==> config.mk <==
export PLATFORM = sky130hd
export DESIGN_NAME = image_scan_ctrl
export DESIGN_NICKNAME = d
export VERILOG_FILES = /design/src/rtl/image_scan_ctrl.sv
export SDC_FILE = /design/constraint.sdc
export NUM_CORES = 1
export LEC_CHECK = 0
export ABC_AREA = 0
export BUFFER_PORTS_ARGS = -buffer_cell sky130_fd_sc_hd__buf_2
export CAP_MARGIN = 30
export CORE_UTILIZATION = 35
export DETAILED_ROUTE_END_ITERATION = 16
export GPL_TIMING_DRIVEN = 0
export SETUP_SLACK_MARGIN = 0.02
export SLEW_MARGIN = 20
export SYNTH_ARGS = -nofsm -noshare
export SYNTH_HDL_FRONTEND = slang
export SYNTH_SLANG_ARGS = --single-unit
export TNS_END_PERCENT = 1
==> constraint.sdc <==
create_clock -name clk -period 1.7 [get_ports clk]
set_input_delay 0.085 -clock clk [delete_from_list [all_inputs] [get_ports clk]]
set_output_delay 0.085 -clock clk [all_outputs]
set_load 0.02 [all_outputs]
==> src/rtl/image_scan_ctrl.sv <==
// image_scan_ctrl
// Frame-scan sequencer. A start pulse latches the enhancement mode and walks
// the stored image in raster order. It issues one read per pixel to a
// synchronous (1-cycle) pixel memory and presents each pixel to the
// processing stage over a valid/ready handshake. Line and frame markers
// travel with each pixel. A one-cycle done pulse marks the end of the frame.
//
// Ports:
//   clk        clock, rising edge
//   reset      asynchronous reset, active low
//   start      frame start request, only sampled while idle
//   abort      cancel the current frame (no done pulse)
//   op_mode    requested operation: 0 orig, 1 invert, 2 brightness, 3 threshold
//   pix_ready  processing stage can accept a pixel
//   busy       frame in progress (RUN or DRAIN)
//   done       one-cycle pulse after the last pixel is accepted
//   op_sel     op_mode captured at start
//   mem_rd_en  pixel-memory read strobe
//   mem_addr   pixel-memory address = phys_row*WIDTH + col
//   pix_valid  memory data and sideband are valid
//   out_row    logical row of the presented pixel
//   out_col    column of the presented pixel
//   line_end   presented pixel is the last one of its line
//   frame_end  presented pixel is the last one of the frame
module image_scan_ctrl #(
  parameter int WIDTH  = 256,
  parameter int HEIGHT = 256,
  parameter int ADDR_W = 16,
  parameter int FLIP_V = 1
) (
  input  logic              clk,
  input  logic              reset,
  input  logic              start,
  input  logic              abort,
  input  logic [1:0]        op_mode,
  input  logic              pix_ready,
  output logic              busy,
  output logic              done,
  output logic [1:0]        op_sel,
  output logic              mem_rd_en,
  output logic [ADDR_W-1:0] mem_addr,
  output logic              pix_valid,
  output logic [9:0]        out_row,
  output logic [10:0]       out_col,
  output logic              line_end,
  output logic              frame_end
);

  typedef enum logic [1:0] {
    IDLE,
    RUN,
    DRAIN
  } state_t;

  state_t      state;
  state_t      next_state;
  logic [9:0]  row;
  logic [10:0] col;
  logic [9:0]  phys_row;
  logic        col_last;
  logic        last_pos;
  logic        advance;
  logic        rd_issue;
  logic        start_frame;
  logic        final_xfer;

  assign col_last = (col == 11'(WIDTH - 1));
  assign last_pos = col_last && (row == 10'(HEIGHT - 1));

  // The pipeline slot (memory output register + sideband) can take a new
  // read when it is empty or its current pixel is leaving this cycle.
  assign advance = !pix_valid || pix_ready;

  // Bottom-up storage mirrors the physical line index.
  assign phys_row = (FLIP_V != 0) ? (10'(HEIGHT - 1) - row) : row;

  // Address is only meaningful while scanning; it reads as zero otherwise.
  assign mem_addr = (state == RUN)
                    ? ADDR_W'(32'(phys_row) * 32'(WIDTH) + 32'(col))
                    : '0;

  assign mem_rd_en = rd_issue;
  assign busy      = (state != IDLE);

  always_ff @(posedge clk or negedge reset) begin
    if (!reset) begin
      state <= IDLE;
    end else begin
      state <= next_state;
    end
  end

  // Abort is checked first in every active state so it overrides reads,
  // transfers and completion in the same cycle.
  always_comb begin
    next_state  = state;
    rd_issue    = 1'b0;
    start_frame = 1'b0;
    final_xfer  = 1'b0;
    unique case (state)
      IDLE: begin
        if (start && !abort) begin
          next_state  = RUN;
          start_frame = 1'b1;
        end
      end
      RUN: begin
        if (abort) begin
          next_state = IDLE;
        end else if (advance) begin
          rd_issue = 1'b1;
          if (last_pos) begin
            next_state = DRAIN;
          end
        end
      end
      DRAIN: begin
        if (abort) begin
          next_state = IDLE;
        end else if (pix_valid && pix_ready) begin
          final_xfer = 1'b1;
          next_state = IDLE;
        end
      end
      default: begin
        next_state = IDLE;
      end
    endcase
  end

  // Scan counters and the sideband register that travels with the memory
  // read data. After the last read the counters park at zero instead of
  // running past the frame.
  always_ff @(posedge clk or negedge reset) begin
    if (!reset) begin
      row       <= '0;
      col       <= '0;
      op_sel    <= '0;
      done      <= 1'b0;
      pix_valid <= 1'b0;
      out_row   <= '0;
      out_col   <= '0;
      line_end  <= 1'b0;
      frame_end <= 1'b0;
    end else begin
      done <= final_xfer;
      if (start_frame) begin
        op_sel <= op_mode;
        row    <= '0;
        col    <= '0;
      end
      if (abort && (state != IDLE)) begin
        pix_valid <= 1'b0;
        row       <= '0;
        col       <= '0;
      end else if (rd_issue) begin
        pix_valid <= 1'b1;
        out_row   <= row;
        out_col   <= col;
        line_end  <= col_last;
        frame_end <= last_pos;
        if (last_pos) begin
          row <= '0;
          col <= '0;
        end else if (col_last) begin
          col <= '0;
          row <= row + 10'd1;
        end else begin
          col <= col + 11'd1;
        end
      end else if (pix_valid && pix_ready) begin
        pix_valid <= 1'b0;
      end
    end
  end

endmodule

==> impl_metrics.py, run 1 <==
metrics = {
    "outcome": {
        "outcome": "finished, violations left",
        "violations": "setup timing",
    },
    "setup_path": {
        "endpoint_kind": "output port",
        "cp_num_cells": 9,
        "ff2ff_path_depth": 6,
        "crit_type": "reg -> out",
        "worstPathArrival_ns": 1.98,
        "path_cells": "inv_4 > ha_4 > inv_2 > fa_2 > nor2b_4 > o211ai_1 > xnor2_1 > nor2_2 > buf_6",
        "critPathTopFamily": "adder cells",
        "cp_max_fo": 3,
        "max_stage_delay_ns": 0.45,
        "slowest_stage": "dfrtp_2",
        "timing.rr.start": "row[0]",
        "cp_data_required_time_ns": 1.62,
        "critPathLaunch": "row[0]",
        "critPathLaunchType": "flop",
        "critPathBufInv": 3,
    },
    "timing": {
        "setup_viol": 26,
        "worstMarginPinSlew_ns": 0.6436,
        "period_minus_slack_ns": 2.068,
        "rsz0062_at_grt": "yes",
        "slew_headroom": 0.5709,
        "drv_slew": 0,
        "fmax_mhz": 483.5,
        "hold_violations": 0,
        "clock_skew_ns": 0.009602,
        "tns_ns": -2.838,
        "finalCritPeriodShare": 1.217,
        "fin_ws_ns": -0.3682,
    },
    "layout": {
        "diodes": 0,
        "final_util": 0.4551,
        "instances_no_fill": 472,
        "area.growth.synth_to_final_pct": 26.46,
        "nNetsFinal": 382,
        "num-fill-cells": 805,
        "drive_gt1_frac": 0.3270,
        "stdcell_area_um2": 3498,
    },
    "yosys": {
        "syn_nets": 317,
        "yosys.area.top_type": "dfrtp_1",
        "synth_cell_types": 58,
        "ys_warn_count": 0,
        "synth-main-ff-cell": "dfrtp_1",
        "ys_ff_latch": 50,
        "async_reset_ff_frac": 1.000,
        "synth_edf_count": 0,
        "yosysSeqAreaShare": 0.4523,
        "ys_top_cells_by_count": "nand2_1 (69), dfrtp_1 (50), nor2_1 (17), o21ai_0 (14), and2_1 (10)",
        "netlist_instances": 304,
        "avgSynthCellArea_um2": 9.100,
        "synth_area_leaders": "dfrtp_1 (45%), nand2_1 (9.4%), o21ai_0 (2.5%)",
        "synthesis.area_um2": 2766,
        "synth.top_cell.area_share": 0.4523,
        "synth_most_common_cell": "nand2_1",
    },
    "floorplan": {
        "die_area_um2": 8264,
        "core_um2": 7687,
        "die_h_um": 90.91,
        "fp.dieW_um": 90.91,
        "ios": 52,
        "initial_core_util": 0.3599,
        "num_rows": 32,
    },
    "clocking": {
        "clockBufferDepth": 2,
        "clock_latency_ns": 0.31,
        "cts_sinks": 50,
        "numCtsBuffers": 5,
        "cts_root_buf": "clkbuf_8",
        "cts.clk_slew.worst_paths_ns": 0.10,
        "cts_tree": "yes",
        "htreeDepth": 2,
    },
    "global_routing": {
        "grt_pass1_wl_mm": 11.94,
        "grtUsageTotal": 0.1812,
        "grt_pass1_vias": 2366,
        "antenna_found_initial": 0,
        "grt_max_degree": 51,
        "overflow": 0,
    },
    "hold_path": {
        "hold_start": "start",
        "hold_class": "in -> reg",
        "hold_depth": 3,
    },
    "detailed_routing": {
        "drt-wirelength-per-cell_um": 15.46,
        "firstDrtPassIters": 4,
        "vias": 2469,
        "drt_iter0_markers": 187,
        "route.detailed.drc": 0,
        "ant_nets": 0,
        "viasPerCell": 5.231,
        "drt_wl_total_mm": 7.299,
    },
    "place": {
        "post-dp-hpwl_mm": 4.883,
        "dpl_cell_area_um2": 3193,
        "gp_congestion": 0.8672,
        "dp_cells": 457,
        "numPortBuffers": 51,
    },
    "power_and_ir_drop": {
        "p_per_area_nw_per_um2": 723.1,
        "vdd_drop_max_v": 0.0003699,
        "post-layout-total-power_uw": 2530,
        "total_leakage_power_uw": 0.001697,
    },
    "flow_run": {
        "maxCapViolCount": 0,
    },
}
repair_timing:
action	in CTS	in global routing
gates cloned	0	0
pin swaps	10	2
gates resized for setup	36	12
endpoints found under the setup margin	63	45
setup buffers	4	0
hold endpoints to repair	52	0
hold buffers	3	0
worst paths after layout:
path | to | slack (ns)
worst max-delay path | mem_addr[14] | -0.37
max in group asynchronous | row[1] | 0.89
worst max register to register | state[1] | -0.22
min in group asynchronous | done | 0.34
worst min register to register | out_row[6] | 0.48
worst min-delay path | state[0] | 0.02
worst min-delay path: stages:
cell and delay [ns]:
buf_2 0.11, nand2_1 0.05, a21oi_1 0.05
state kept, by name, indices dropped and copies added, names as in the netlist:
signal and cells:
row 10, done 1, frame_end 1, col 11
pix_valid 1, state 2, out_row 10, op_sel 2
out_col 11, line_end 1
routing by layer:
metal  wire length [µm]  vias up  share of wire  GRT usage
met5                  0        -              0          0
met4                 86        0          0.012    0.05291
met3                252        8          0.035    0.03199
met2               3505       59           0.48     0.2917
met1               3455     1191           0.47     0.2495
li1                   -     1211              -          -
layout make-up:
class / count / area [µm²] / area share
clock buffers: 5 / 68.82 / 0.01967
flip-flops and latches: 50 / 1260 / 0.3602
inverters: 9 / 36.28 / 0.01037
well taps: 102 / 127.6 / 0.03648
repair buffers: 58 / 337.8 / 0.09657
clock inverters: 3 / 45.04 / 0.01288
multi-input cells: 228 / 1478 / 0.4224
plain buffers: 17 / 145.1 / 0.04149
cell families (layout without fill, tap and decap cells):
logic type,count (synthesis),in the layout,share of synthesized area
simple gates,153,153,0.2836
compound gates,61,61,0.1524
xor+xnor,5,5,0.01583
buf+inv,26,92,0.05382
flops,50,50,0.4523
mux,3,3,0.01221
fa+ha+maj,6,6,0.02985
through the flow:
step / hold slack, ns / worst slack (ns)
CTS: 0.004914 / -0.3571
global route: 0.02273 / -0.4414
detailed placement: 0.1696 / -0.2449
floorplan: -0.2106 / -0.03381
finish: 0.01610 / -0.3682
global placement: 0.2831 / -0.2352
placed cells by master, fill, tap and decap left out, drive strengths merged, types with 2 or more instances in the layout:
cell type | Yosys | layout
o21ai | 17 | 17
nand2b | 3 | 3
nor4b | 2 | 2
o2bb2ai | 2 | 2
inv | 9 | 9
nand4 | 6 | 6
nor4 | 4 | 4
buf | 10 | 67
a21o | 4 | 4
clkbuf | 7 | 10
ha | 5 | 5
and3 | 3 | 3
a21oi | 6 | 6
a41oi | 2 | 2
and4 | 4 | 4
xnor2 | 5 | 5
a31oi | 6 | 6
a211oi | 2 | 2
or2 | 2 | 2
nor3 | 7 | 7
or3 | 3 | 3
mux2 | 3 | 3
clkinvlp | 0 | 2
or4 | 2 | 2
a22o | 3 | 3
a221o | 4 | 4
nand3 | 9 | 9
or4b | 2 | 2
nor2 | 17 | 17
nand2 | 69 | 69
o31ai | 3 | 3
o22ai | 3 | 3
dlygate4sd3 | 0 | 3
nor3b | 3 | 3
nor2b | 4 | 4
dfrtp | 50 | 50
and2 | 10 | 10
o211ai | 3 | 3
report_power, final:
group / switching, µW / internal (µW)
sequential: 42.5 / 1230
combinational: 243 / 138
clock: 434 / 438
total: 720 / 1810
No activity file was read; power rests on OpenSTA's default activity.
==> inputs of run 2 (changes only) <==
--- a/config.mk
+++ b/config.mk
@@ -8,9 +8,13 @@
 export ABC_AREA = 0
 export BUFFER_PORTS_ARGS = -buffer_cell sky130_fd_sc_hd__buf_2
 export CAP_MARGIN = 30
-export CORE_UTILIZATION = 35
+export CELL_PAD_IN_SITES_DETAIL_PLACEMENT = 1
+export CELL_PAD_IN_SITES_GLOBAL_PLACEMENT = 2
+export CORE_ASPECT_RATIO = 0.9
+export CORE_UTILIZATION = 30
 export DETAILED_ROUTE_END_ITERATION = 16
 export GPL_TIMING_DRIVEN = 0
+export PLACE_DENSITY_LB_ADDON = 0.1
 export SETUP_SLACK_MARGIN = 0.02
 export SLEW_MARGIN = 20
 export SYNTH_ARGS = -nofsm -noshare
==> run 2 against run 1 <==
The run still ends with setup timing left. Largest cell class unchanged. Routed wire length is 12% higher. Clock skew is 0.0055 ns lower. Hold slack gained 0.012 ns. Clock power is 14% lower. Final area up 2.3%. Critical endpoint unchanged. Core utilization decreased by 4.7 points. Largest power group unchanged. Fmax is 1.7% higher. Final cell count increased by 5.1%. Count of clock-buffer cells in the layout increased by 1.
==> impl_metrics.py, run 2 (synthesized netlist as in run 1, its figures left out) <==
metrics = {
    "outcome": {
        "outcome": "finished, violations left",
        "violations": "setup timing",
    },
    "global_routing": {
        "grt_pass1_vias": 2530,
        "grtUsageTotal": 0.1823,
        "grt_max_degree": 51,
        "antenna_found_initial": 0,
        "grt_pass1_wl_mm": 13.43,
        "overflow": 0,
    },
    "timing": {
        "clock_skew_ns": 0.004120,
        "whs_ns": 0.02786,
        "setup_viol": 26,
        "period_minus_slack_ns": 2.034,
        "fin_ws_ns": -0.3337,
        "slew_headroom": 0.5350,
        "worstMarginPinSlew_ns": 0.6976,
        "hold_violations": 0,
        "finalCritPeriodShare": 1.196,
        "tns_ns": -2.869,
        "rsz0062_at_grt": "yes",
        "fmax_mhz": 491.7,
        "drv_slew": 0,
    },
    "clocking": {
        "cts_sinks": 50,
        "cts_tree": "yes",
        "numCtsBuffers": 5,
        "cts.clk_slew.worst_paths_ns": 0.09,
        "clock_latency_ns": 0.30,
        "cts_root_buf": "clkbuf_8",
        "htreeDepth": 2,
        "clockBufferDepth": 2,
    },
    "power_and_ir_drop": {
        "vdd_drop_max_v": 0.0003162,
        "total_leakage_power_uw": 0.001733,
        "p_per_area_nw_per_um2": 675.5,
    },
    "layout": {
        "stdcell_area_um2": 3577,
        "drive_gt1_frac": 0.3422,
        "mostFrequentLayoutCells": "nand2_1 (67), buf_2 (51), dfrtp_1 (42)",
        "diodes": 0,
        "instances_no_fill": 496,
        "layout_commonest_cell": "nand2_1",
        "reg_top3": "col: 11 flops, out_col: 11 flops",
        "nNetsFinal": 389,
        "seq_area_um2": 1261,
        "num-fill-cells": 1034,
        "area.growth.synth_to_final_pct": 29.31,
        "multi_input_area_um2": 1495,
    },
    "detailed_routing": {
        "drt_wl_total_mm": 8.171,
        "ant_nets": 0,
        "firstDrtPassIters": 4,
        "viasPerCell": 5.058,
        "route.detailed.drc": 0,
        "vias": 2509,
        "drt-wirelength-per-cell_um": 16.47,
        "drt_iter0_markers": 77,
    },
    "floorplan": {
        "die_area_um2": 9610,
        "ios": 52,
        "die_h_um": 93.10,
        "initial_core_util": 0.3155,
        "num_rows": 32,
        "core_um2": 8768,
        "fp.dieW_um": 103.2,
    },
    "setup_path": {
        "worstPathArrival_ns": 1.95,
        "path_cells": "inv_2 > ha_4 > inv_2 > fa_2 > nor2b_4 > o211ai_1 > xnor2_1 > nor2_2 > buf_6",
        "endpoint_kind": "output port",
        "max_stage_delay_ns": 0.43,
        "cp_data_required_time_ns": 1.62,
        "cp_max_fo": 3,
        "crit_type": "reg -> out",
        "slowest_stage": "dfrtp_2",
        "critPathLaunchType": "flop",
        "crit_path_frequent_cell": "inv_2",
    },
    "place": {
        "dpl_cell_area_um2": 3214,
        "numPortBuffers": 51,
        "gp_congestion": 0.7181,
        "place_ws_ns": -0.3351,
        "dp_cells": 474,
        "post-dp-hpwl_mm": 5.613,
    },
    "hold_path": {
        "hold_class": "in -> reg",
    },
    "flow_run": {
        "maxCapViolCount": 0,
    },
}
-- run 2: cell count changes in the layout (fill, tap and decap cells not counted), sizes merged --
cell	change
bufinv	-1
clkinv	+1
buf	+8
clkinvlp	-1
-- run 2: critical path, delay by kind of cell (launching register included) --
kind            cells  cell delay (ns)
xor+xnor            1             0.15
flops               1             0.43
simple gates        2             0.23
fa+ha+maj           2             0.50
compound gates      1             0.10
buf+inv             3             0.25
-- run 2: area by class of cell --
class | instances | share of cell area
multi-input cells | 228 | 0.4180
well taps | 119 | 0.04162
repair buffers | 65 | 0.1091
plain buffers | 17 | 0.04127
clock inverters | 2 | 0.003498
clock buffers | 6 | 0.02308
flip-flops and latches | 50 | 0.3526
inverters | 9 | 0.01084
-- run 2: final timing paths --
path                       cells after the start      endpoint        start  slack (ns)
max in group asynchronous                      2        col[0]        reset        0.83
min in group asynchronous                      2    out_col[9]        reset        0.36
hold reg to reg                                2   out_col[10]  out_col[10]        0.48
setup reg to reg                               5        col[8]     state[1]       -0.28
hold / removal                                 3      state[0]        start        0.03
setup / recovery                               9  mem_addr[14]       row[0]       -0.33
-- run 2: metrics by stage --
step	util	power, µW
2_1_floorplan	-	1511
3_3_place_gp	0.3663	1652
3_5_place_dp	0.3666	1657
4_1_cts	0.3926	2434
5_1_grt	0.4080	2549
6_report	0.4080	2416
-- run 2: layer usage --
layer  vias to the layer above  wire (µm)  share of wire  global-route usage
li1                       1223          -              -                   -
met1                      1238       4166           0.51              0.2569
met2                        46       3705           0.45              0.2944
met3                         2        267          0.033             0.03139
met4                         0         30         0.0037             0.03169
met5                         -          0              0                   0
-- run 2: report_power, final --
| group | leakage, µW | switching, µW | internal (µW) | total, µW |
|---|---|---|---|---|
| clock network | 0.0000472 | 420 | 329 | 749 |
| logic | 0.00101 | 247 | 141 | 388 |
| registers | 0.000677 | 45.4 | 1230 | 1280 |
-- run 2: what timing repair did --
| item | 4_1_cts | 5_1_grt |
|---|---|---|
| resized for setup | 14 | 49 |
| endpoints found under the setup margin | 63 | 63 |
| pin swaps | 5 | 14 |
| hold buffers | 3 | 0 |
| endpoints found under the hold margin | 52 | 0 |
| setup buffers | 7 | 4 |
